$ cat src/rtl/geofence_pkg.sv
// geofence_pkg: shared widths, point type, FSM states and helpers for the geofence driver
package geofence_pkg;
  localparam int COORD_W      = 10;
  localparam int NUM_VERT     = 6;
  localparam int PTS_PER_CASE = 7;
  typedef struct packed {
    logic [COORD_W-1:0] x;
    logic [COORD_W-1:0] y;
  } point_t;
  typedef enum logic [1:0] {SEND, WAIT, DONE} state_t;
  function automatic point_t mk_pt(input int x, input int y);
    return point_t'{COORD_W'(x), COORD_W'(y)};
  endfunction
  function automatic logic [7:0] sat_inc(input logic [7:0] v);
    return (v == 8'hFF) ? v : v + 8'd1;
  endfunction
endpackage

$ cat src/rtl/geofence_case_rom.sv
// geofence_case_rom: combinational case table, point 0 is the object, points 1..6 the fence
module geofence_case_rom
  import geofence_pkg::*;
(
  input  logic [7:0] case_idx,
  input  logic [2:0] pt_idx,
  output point_t     pt,
  output logic       exp
);
  point_t obj;
  // every case shares one fence; only the object and expected answer differ
  always_comb begin
    obj = mk_pt(300, 300);
    exp = 1'b1;
    case (case_idx & 8'd3)
      8'd1: begin obj = mk_pt(600, 300); exp = 1'b0; end
      8'd2: begin obj = mk_pt(150, 120); exp = 1'b0; end
      8'd3: begin obj = mk_pt(450, 300); exp = 1'b1; end
      default: ;
    endcase
    case (pt_idx)
      3'd1:    pt = mk_pt(200, 100);
      3'd2:    pt = mk_pt(400, 500);
      3'd3:    pt = mk_pt(500, 300);
      3'd4:    pt = mk_pt(100, 300);
      3'd5:    pt = mk_pt(400, 100);
      3'd6:    pt = mk_pt(200, 500);
      default: pt = obj;
    endcase
  end
endmodule

$ cat src/rtl/geofence_driver.sv
// geofence_driver: streams table cases to the hexagon engine and scores its is_inside results
module geofence_driver
  import geofence_pkg::*;
#(
  parameter int NUM_CASES = 4,
  parameter int TIMEOUT   = 64
) (
  input  logic               clk,
  input  logic               reset,
  input  logic               valid,
  input  logic               is_inside,
  output logic [COORD_W-1:0] X,
  output logic [COORD_W-1:0] Y,
  output logic               mismatch,
  output logic [7:0]         pass_cnt,
  output logic [7:0]         fail_cnt,
  output logic               timeout,
  output logic               proto_err,
  output logic               done
);
  localparam int WW = $clog2(TIMEOUT + 1);
  localparam logic [7:0] LAST = 8'(NUM_CASES - 1);
  state_t state_q, state_d;
  logic [7:0] case_q, case_d, pass_q, pass_d, fail_q, fail_d;
  logic [2:0] pt_q, pt_d;
  logic [WW-1:0] wait_q, wait_d;
  logic mismatch_q, mismatch_d, timeout_q, timeout_d, proto_q, proto_d, done_q, done_d;
  point_t rom_pt;
  logic rom_exp, hit;
  geofence_case_rom u_rom (
    .case_idx(case_q),
    .pt_idx  (pt_q),
    .pt      (rom_pt),
    .exp     (rom_exp)
  );
  assign hit       = is_inside == rom_exp;
  assign X         = (state_q == SEND) ? rom_pt.x : '0;
  assign Y         = (state_q == SEND) ? rom_pt.y : '0;
  assign mismatch  = mismatch_q;
  assign pass_cnt  = pass_q;
  assign fail_cnt  = fail_q;
  assign timeout   = timeout_q;
  assign proto_err = proto_q;
  assign done      = done_q;
  // next state: point streaming, result check, timeout and sticky flags
  always_comb begin
    state_d    = state_q;
    case_d     = case_q;
    pt_d       = pt_q;
    wait_d     = wait_q;
    pass_d     = pass_q;
    fail_d     = fail_q;
    mismatch_d = 1'b0;
    timeout_d  = timeout_q;
    proto_d    = proto_q;
    done_d     = done_q;
    case (state_q)
      SEND: begin
        proto_d = proto_q | valid;
        pt_d    = (pt_q == 3'(NUM_VERT)) ? pt_q : pt_q + 3'd1;
        if (pt_q == 3'(NUM_VERT)) begin
          state_d = WAIT;
          wait_d  = '0;
        end
      end
      WAIT: begin
        wait_d = wait_q + 1'b1;
        if (valid) begin
          pass_d     = hit ? sat_inc(pass_q) : pass_q;
          fail_d     = hit ? fail_q : sat_inc(fail_q);
          mismatch_d = !hit;
          if (case_q == LAST) begin
            state_d = DONE;
            done_d  = 1'b1;
          end else begin
            state_d = SEND;
            case_d  = case_q + 8'd1;
            pt_d    = '0;
          end
        end else if (wait_q == WW'(TIMEOUT - 1)) begin
          state_d   = DONE;
          timeout_d = 1'b1;
          done_d    = 1'b1;
        end
      end
      default: state_d = DONE;
    endcase
  end
  // state and statistics registers, cleared asynchronously by reset
  always_ff @(posedge clk or posedge reset) begin
    if (reset) begin
      state_q    <= SEND;
      case_q     <= '0;
      pt_q       <= '0;
      wait_q     <= '0;
      pass_q     <= '0;
      fail_q     <= '0;
      mismatch_q <= 1'b0;
      timeout_q  <= 1'b0;
      proto_q    <= 1'b0;
      done_q     <= 1'b0;
    end else begin
      state_q    <= state_d;
      case_q     <= case_d;
      pt_q       <= pt_d;
      wait_q     <= wait_d;
      pass_q     <= pass_d;
      fail_q     <= fail_d;
      mismatch_q <= mismatch_d;
      timeout_q  <= timeout_d;
      proto_q    <= proto_d;
      done_q     <= done_d;
    end
  end
endmodule

$ cat config.mk
export PLATFORM = sky130hd
export DESIGN_NAME = geofence_driver
export DESIGN_NICKNAME = d
export VERILOG_FILES = /design/src/rtl/geofence_pkg.sv /design/src/rtl/geofence_case_rom.sv /design/src/rtl/geofence_driver.sv
export SDC_FILE = /design/constraint.sdc
export NUM_CORES = 1
export LEC_CHECK = 0
export CORE_ASPECT_RATIO = 0.75
export CORE_UTILIZATION = 29
export DETAILED_ROUTE_END_ITERATION = 10
export DONT_BUFFER_PORTS = 1
export PLACE_DENSITY = 0.51
export SLEW_MARGIN = 10
export SYNTH_ARGS = -nofsm -noshare
export SYNTH_HDL_FRONTEND = slang
export SYNTH_SLANG_ARGS = --single-unit
$ cat constraint.sdc
create_clock -name clk -period 2.6 [get_ports clk]
set_input_delay 0.39 -clock clk [delete_from_list [all_inputs] [get_ports clk]]
set_output_delay 0.39 -clock clk [all_outputs]
set_load 0.005 [all_outputs]
-- Word-level counts from Yosys, hierarchy flattened
Cells that the tools add are included.
- shift operators: 0
- add/subtract/negate cells: 5
- bitwise gates (word level): 6
- multiplexer cells: 21
- divide/modulo/power cells: 0
- equal/unequal tests: 21
- reduce and logical (&&, ||, !) cells: 13
- order comparisons: 0
- multipliers: 0
- operator list (operator ; count):
    one-hot mux 20 bit (6 select lines) ; 1
    one-hot mux 20 bit (3 select lines) ; 1
    adder 8 x 1 -> 8 bit, second input constant ; 3
    2-to-1 mux 10 bit ; 2
    equality test 8 bit, second input constant ; 2
    one-hot mux 7 bit (2 select lines) ; 1
    AND reduction 4 bit ; 3
    equality test 3 bit, second input constant ; 3
    2-to-1 mux 3 bit ; 3
    AND reduction 3 bit ; 3
    equality test 8 x 2 -> 1 bit, second input constant ; 1
    2-to-1 mux 2 bit ; 4
    adder 7 x 1 -> 7 bit, second input constant ; 1
    equality test 7 x 6 -> 1 bit, second input constant ; 1
    2-to-1 mux 7 bit ; 1
    equality test 3 x 2 -> 1 bit, second input constant ; 2
    2-to-1 mux 1 bit ; 6
    inequality test 2 bit, second input constant ; 3
    one-hot mux 3 bit (2 select lines) ; 1
    inverter 1 bit ; 5
    equality test 2 x 1 -> 1 bit, second input constant ; 2
    equality test 2 bit, second input constant ; 2
    inequality test 2 x 1 -> 1 bit, second input constant ; 2
    one-hot mux 2 bit (2 select lines) ; 1
    other kinds (10) ; 12
- latch bits: 0
- ROM bits: 0
- register bits after elaboration: 40
- logic and storage cells: 76
- memories kept: 0
- output and inout port bits: 40
- bits in writable memories: 0

-- Depth between registers and ports, before layout
Gate-level depths: netlist of run 1.
- depth after elaboration: 7
- mapped depth: 7

-- Hierarchy
Synthesis of run 1 repeated with hierarchy kept, for this count alone.
- cell total of the unflattened synthesis: 268
- area total of the unflattened synthesis: 2523.7 um^2
- by module, submodules not included (module ; cells each ; sequential area each (um^2) ; area an instance (um^2) ; instances):
    geofence_driver ; 201 ; 1001.0 ; 2100.8 ; 1
    geofence_case_rom ; 67 ; 0.0 ; 422.9 ; 1

-- Worst setup path before layout of run 1
No wires, ideal clock.
- kind: register to register
- start: reg case_q[0]
- end: reg pass_q[7] (netlist: pass_cnt[7])
- cell stages (with the launch flop): 7
- period minus slack after synthesis: 2.037 ns
- buffers on the path: 0
- slack: 0.563 ns
- arrival: 1.912 ns
- data required time: 2.475 ns
- cells stage by stage: dfrtp_1 inv_1 ha_1 xnor2_1 or3_1 nor3_2 mux2_2
- cells in the longest elaborated chain, start to end: 5
- RTL lines (element ; RTL line ; source):
    start: declaration ; geofence_driver.sv:24 ; logic [7:0] case_q, case_d, pass_q, pass_d, fail_q, fail_d;
    start signal: assignment ; geofence_driver.sv:104 ; case_q <= case_d;
    equality test 2 x 1 -> 1 bit / equality test 2 bit (equally long branches) ; geofence_case_rom.sv:15 ; case (case_idx & 8'd3)
    OR reduction 2 bit (no source line) (*) ; n/a ;
    2-to-1 mux 1 bit (*) ; geofence_case_rom.sv:15 ;
    equality test 1 bit (*) ; geofence_driver.sv:36 ; assign hit = is_inside == rom_exp;
    AND reduction 4 bit (no source line) (*) ; n/a ;
    end signal: assignment ; geofence_driver.sv:107 ; pass_q <= pass_d;
    end: declaration ; geofence_driver.sv:24 ;
Mark *: on every way between the ends. The rest lies on a longest branch, timed or not.
A chain may end at the register's enable or synchronous reset.

-- Worst setup path in the final report of run 1
- start: reg pt_q[0]
- end: out X[6]
- cells in the longest elaborated chain, start to end: 3
- RTL lines (element ; RTL line ; source):
    start: declaration ; geofence_driver.sv:25 ; logic [2:0] pt_q, pt_d;
    start signal: assignment ; geofence_driver.sv:105 ; pt_q <= pt_d;
    equality test 3 bit (tied with other cells) ; geofence_case_rom.sv:21 ; case (pt_idx)
    one-hot mux 20 bit (6 select lines) (*) ; geofence_case_rom.sv:21 ;
    2-to-1 mux 10 bit (*) ; geofence_driver.sv:37 ; assign X = (state_q == SEND) ? rom_pt.x : '0;
    end: declaration ; geofence_driver.sv:12 ; output logic [COORD_W-1:0] X,
Marked as above.

==> results of run 1 <==
## cells in the mapped netlist (4+ instances only)
cell type and number:
a21o_1 4, a21oi_1 16, buf_4 5, dfrtp_1 40, ha_1 15, inv_1 9
mux2_2 6, nand2_1 24, nand3_1 8, nand4_1 6, nor2_1 24, nor3_1 7
o21ai_0 6, xnor2_1 14, xor2_1 5
## metal layers
layer | part of all wire | vias to the layer above | wire length, µm
li1 | - | 838 | -
met1 | 0.53 | 833 | 2650
met2 | 0.41 | 31 | 2050
met3 | 0.052 | 5 | 258
met4 | 0.0078 | 0 | 39
met5 | 0 | - | 0
## metrics by stage
step,utilization,cells,hold WS [ps]
floorplan,-,241,446
global placement,0.323,338,458
detailed placement,0.323,338,448
CTS,0.338,346,122
global route,0.338,346,142
finish,0.338,346,107
## cells in the final DEF (no fill, tap or decap), types with 2 or more instances in the layout
cell       n
nor3_1     7
buf_4      5
mux2_2     6
nor2_1    24
a21o_1     4
inv_1      9
nand2b_1   3
o21ai_0    6
o31ai_1    3
a21oi_1   16
clkbuf_8   5
dfrtp_1   40
or3_1      3
xor2_1     5
nor2b_1    2
nand3_1    8
and2_1     2
mux2i_1    3
nand4_1    6
xnor2_1   14
and3_1     3
nand2_1   24
and4_1     2
conb_1     4
ha_1      15
nor4_1     2
## sequential cells by signal, indices dropped and copies added, names as in the netlist
| register | flops |
|---|---|
| case_q | 8 |
| fail_cnt | 8 |
| pass_cnt | 8 |
| wait_q | 7 |
| pt_q | 3 |
| state_q | 2 |
| done | 1 |
| mismatch | 1 |
| proto_err | 1 |
| timeout | 1 |
## power by group through the flow
stage,Combinational [µW],Sequential (µW),Clock (µW)
global route,1390,1000,566
finish,1210,965,512
CTS,1220,967,536
global placement,1210,978,0
detailed placement,1220,980,0
floorplan,965,901,0
## cell families (layout without fill, tap and decap cells)
| logic type | after synthesis | in the layout |
|---|---|---|
| AO/OA/AOI/OAI | 39 | 39 |
| XOR/XNOR | 19 | 19 |
| adder cells (fa/ha/maj) | 15 | 15 |
| buffers and inverters | 18 | 22 |
| flip-flops | 40 | 40 |
| multiplexers | 10 | 10 |
| other | 1 | 4 |
| AND/OR/NAND/NOR | 96 | 96 |
## path summary, 6_finish.rpt
path / start / endpoint / slack [ps] / cells after the start
worst max-delay path: pt_q[0]$_DFFE_PP0P_ / X[6] / 290 / 5
worst min-delay path: reset / pass_cnt[1]$_DFFE_PP0P_ / 110 / 2
worst max register to register: case_q[0]$_DFFE_PP0P_ / pass_cnt[7]$_DFFE_PP0P_ / 380 / 6
worst min register to register: wait_q[6]$_DFFE_PP0P_ / wait_q[6]$_DFFE_PP0P_ / 490 / 1
max in group asynchronous: reset / case_q[1]$_DFFE_PP0P_ / 2130 / 2
min in group clk: valid / state_q[0]$_DFFE_PP0P_ / 200 / 1
## critical path, cell delays in order, from the launching register on
cell and delay (ps):
dfrtp_1 440, ha_1 300, nor2_1 160, inv_1 70, or3_1 350, a41oi_1 310
## cell type report
| class | count | area, µm² |
|---|---|---|
| fillers | 777 | 4960 |
| multi-input cells | 183 | 1230 |
| flip-flops and latches | 40 | 1000 |
| well taps | 101 | 126 |
| clock buffers | 5 | 68.8 |
| clock inverters | 3 | 42.5 |
| repair buffers | 5 | 37.5 |
| inverters | 9 | 33.8 |
==> run summary, run 1 <==
Mapped Area: 2300 µm²
worst skew pair latency: 290 ps
CTS max path bufs: 2
Switch Pwr: 1170 µW
mux cell area share after synthesis: 0.0489
met1 GRT Util: 0.189
Post-synth EDFFs: 0
dpl ws: 371 ps
Setup Fix Bufs, Post-CTS: 0
Clock Tree Root: clkbuf_8
WL/cell: 14.4 µm
Congestion Overflow GR: 0
Post-CTS Hold Fix Bufs: 0
Post-Synth XOR/XNOR Area: 0.0722
crit path DAT: 1920 ps
Starting Density: 0.307
Placement Cell Area: 2430 µm²
GRT Total Usage: 0.130
largest net degree at the start of global routing: 41
ratio of cells with drive above 1 in the final layout: 0.106
register area share after synthesis: 0.434
Slew @ Worst Pin: 519 ps
I/O Pins: 44
initial antenna violation count: 0
Worst-path clk slew: 80 ps
drt pass-1 iters: 5
Final Hold Fails: 0
hold crit path type: input port to asynchronous set/reset pin
CTS resizes: 0
Avg Cell Area, Syn: 9.68 µm²
first-pass GRT wire length: 8530 µm
TNS Setup: 0 ps
Num Clock Sinks: 40
Vert. Die Dim: 79.2 µm
num rows: 27
die area: 8310 µm²
Async SR Flop Fraction: 1.00
MaxCap Viol Count: 0
vias per cell: 4.93
worst vdd rail ir drop: 293 µV
remaining design rule violation count: 0
Vias: 1707
Compound-Gate Fraction of Synth Area: 0.104
GPL Wtd Cong: 0.763
slew margin rel.: 0.654
Finished Cell Area: 2540 µm²
Clock Skew: 10.4 ps
fin. max-slew vios: 0
Setup crit start kind: register
sequential group share of total power: 0.360
critical path class: register to output port
Yosys reg bits: 40
switch share: 0.435
final worst setup slack: 290 ps
met3 usage: 0.0369
fin crit share: 0.889
YS warnings: 0
Yosys top cell area share: 0.434
adder-cell share of the synthesized area: 0.0814
post-layout min period: 2310 ps
met2 usage: 0.189
largest cells by area after synthesis: dfrtp_1 (43%), ha_1 (8.1%), xnor2_1 (5.3%)
final net count: 263
CTS tree: built
HPWL after detailed placement: 3690 µm
largest family of logic cells by synthesized area: simple AND/OR/NAND/NOR gates
Chip Width: 105 µm
Clk pwr share: 0.191
Core Area: 7500 µm²
worst path required time: 2210 ps
# setup viols final: 0
initial drt markers: 85
n_diodes: 0
number of global-route vias before repair: 1629
RSZ-0062 raised after global routing: false
Post-synth top flop: dfrtp_1
Mapped Cells: 238
H-tree levels: 2
pwr/cell area: 1060 nW/µm²
input/output buffers: 0
simple logic cell fraction of the synthesized area: 0.220
outcome: finished clean
busiest grt layer: met2
CTS Buf Count: 5
Pleak: 0.00116 µW
final total power: 2680 µW
final WL: 5000 µm
Comb pwr share: 0.449
CP Max Fanout: 6
Netlist cell types: 48
crit path capture type: output port
P_int: 1520 µW
Synth area leader: dfrtp_1
Max Clk Rate: 0.433 GHz
Area growth syn-to-layout: 10.1%
number of routed nets with antenna violations: 0
Power figures use the tool's default switching activity.
==> run 2: changes to the inputs <==
Settings changed: PLACE_DENSITY 0.51 to not set.
Clock period 2.6 ns to 3 ns, I/O delays scaled along.
==> run 2 against run 1 <==
- utilization down 0.60 points
- clock power down 23%
- combinational power down 17%
- via count down 0.41%
- non-clock buffer count down 4
- total power down 17%
- setup slack better by 1.3 ps
- count of clock-buffer cells in the layout up 2
- hold slack better by 33 ps
==> run summary, run 2 (same netlist as run 1, synthesis figures left out) <==
dpl ws: 641 ps (was 371 ps)
GPL Wtd Cong: 0.802 (was 0.763)
Chip Width: 105 µm (unchanged)
# setup viols final: 0 (unchanged)
RSZ-0062 raised after global routing: false (unchanged)
met1 GRT Util: 0.173 (was 0.189)
GRT Total Usage: 0.125 (was 0.130)
number of routed nets with antenna violations: 0 (unchanged)
busiest grt layer: met2 (unchanged)
initial drt markers: 120 (was 85)
post-layout min period: 2710 ps
first-pass GRT wire length: 8200 µm (was 8530 µm)
met3 usage: 0.0312 (was 0.0369)
CTS tree: built (unchanged)
CP max stage delay: 450 ps (was 440 ps)
Num Clock Sinks: 40 (unchanged)
register area: 1000 µm² (unchanged)
MaxCap Viol Count: 0 (unchanged)
final WL: 4950 µm (was 5000 µm)
num rows: 27 (unchanged)
Max Clk Rate: 0.369 GHz
Layout fillers: 801 (was 777)
crit path DAT: 2260 ps (was 1920 ps)
CTS resizes: 0 (unchanged)
fin. max-slew vios: 0 (unchanged)
WL/cell: 14.5 µm (was 14.4 µm)
I/O Pins: 44 (unchanged)
die area: 8310 µm² (unchanged)
CP dominant cell by count: inv_1
initial antenna violation count: 0 (unchanged)
final total power: 2230 µW (was 2680 µW)
Final Hold Fails: 0 (unchanged)
Post-CTS Hold Fix Bufs: 0 (unchanged)
Final Core Density: 0.332 (was 0.338)
outcome: finished clean (unchanged)
Area growth syn-to-layout: 8.14% (was 10.1%)
CTS Buf Count: 5 (unchanged)
worst vdd rail ir drop: 223 µV (was 293 µV)
Setup crit start kind: register (unchanged)
vias per cell: 4.99 (was 4.93)
Starting Density: 0.307 (unchanged)
number of global-route vias before repair: 1613 (was 1629)
input/output buffers: 0 (unchanged)
worst skew pair latency: 290 ps (about the same)
ratio of cells with drive above 1 in the final layout: 0.0875 (was 0.106)
Worst-path clk slew: 80 ps (about the same)
crit path capture type: output port (unchanged)
worst path required time: 2550 ps (was 2210 ps)
Vias: 1700 (was 1707)
Worst path top cell family by delay: simple AND/OR/NAND/NOR gates (unchanged)
final worst setup slack: 291 ps (was 290 ps)
CP Buf/Inv Count: 2 (was 1)
Vert. Die Dim: 79.2 µm (unchanged)
largest net degree at the start of global routing: 25 (was 41)
H-tree levels: 2 (unchanged)
Clock Skew: 5.26 ps (was 10.4 ps)
pwr/cell area: 897 nW/µm² (was 1060 nW/µm²)
critical path class: register to output port (unchanged)
remaining design rule violation count: 0 (unchanged)
commonest non-fill, non-tap cells in the layout: dfrtp_1 (40), nand2_1 (24), nor2_1 (24), a21oi_1 (16), ha_1 (15) (unchanged)
Slew @ Worst Pin: 704 ps (was 519 ps)
CP Max Fanout: 12 (was 6)
critical-path cell list: inv_1, ha_1, nor2_1, inv_1, or3_1, a41oi_1 (was ha_1, nor2_1, inv_1, or3_1, a41oi_1)
n_diodes: 0 (unchanged)
footprint of the multi-input gates: 1230 µm² (unchanged)
fin crit share: 0.903
final net count: 259 (was 263)
critical-path cell with the highest stage delay: dfrtp_1 (unchanged)
Core Area: 7500 µm² (unchanged)
hold crit path type: input port to asynchronous set/reset pin (unchanged)
commonest non-fill, non-tap cell in the layout: dfrtp_1 (unchanged)
met2 usage: 0.192 (was 0.189)
TNS Setup: 0 ps (unchanged)
HPWL after detailed placement: 3670 µm (was 3690 µm)
Pleak: 0.00114 µW (was 0.00116 µW)
slew margin rel.: 0.517 (was 0.654)
Setup Fix Bufs, Post-CTS: 0 (unchanged)
Congestion Overflow GR: 0 (unchanged)
drt pass-1 iters: 4 (was 5)
Clock Tree Root: clkbuf_8 (unchanged)
CTS max path bufs: 2 (unchanged)
==> run 2: layout make-up <==
class / instances / share of cell area
Sequential cell: 40 / 0.402
Tap cell: 101 / 0.0507
Inverter: 9 / 0.0136
Clock buffer: 7 / 0.0387
Timing Repair Buffer: 1 / 0.00301
Multi-Input combinational cell: 183 / 0.492
==> run 2: report_power, final <==
| group | switching (µW) | total [µW] | internal (µW) | leakage (µW) |
|---|---|---|---|---|
| Sequential | 181 | 839 | 658 | 0.000524 |
| Clock | 187 | 393 | 205 | 0.0000503 |
| Combinational | 633 | 1000 | 369 | 0.000564 |
| Total | 1000 | 2230 | 1230 | 0.00114 |
==> run 2: path summary, 6_finish.rpt <==
kind                                             from                 endpoint  cells past startpoint  slack (ps)
worst min register to register  case_q[4]$_DFFE_PP0P_    case_q[4]$_DFFE_PP0P_                      1         500
worst max-delay path              pt_q[0]$_DFFE_PP0P_                     X[6]                      6         290
max in group asynchronous                       reset    proto_err$_DFFE_PP0P_                      2        2080
worst max register to register  case_q[1]$_DFFE_PP0P_  pass_cnt[7]$_DFFE_PP0P_                      6         760
min in group clk                                valid   state_q[0]$_DFFE_PP0P_                      1         260
worst min-delay path                            reset  pass_cnt[1]$_DFFE_PP0P_                      1         140
==> run 2: metrics by stage <==
stage               cell area [µm²]  hold WS, ps  std cells
detailed placement             2400          483        334
global placement               2400          460        334
CTS                            2490          166        341
floorplan                      2320          446        241
global route                   2490          182        341
finish                         2490          140        341
==> run 2: per-layer routing <==
layer | up-vias | routed length (µm)
li1 | 828 | -
met1 | 824 | 2450
met2 | 43 | 2250
met3 | 5 | 216
met4 | 0 | 37
met5 | - | 0
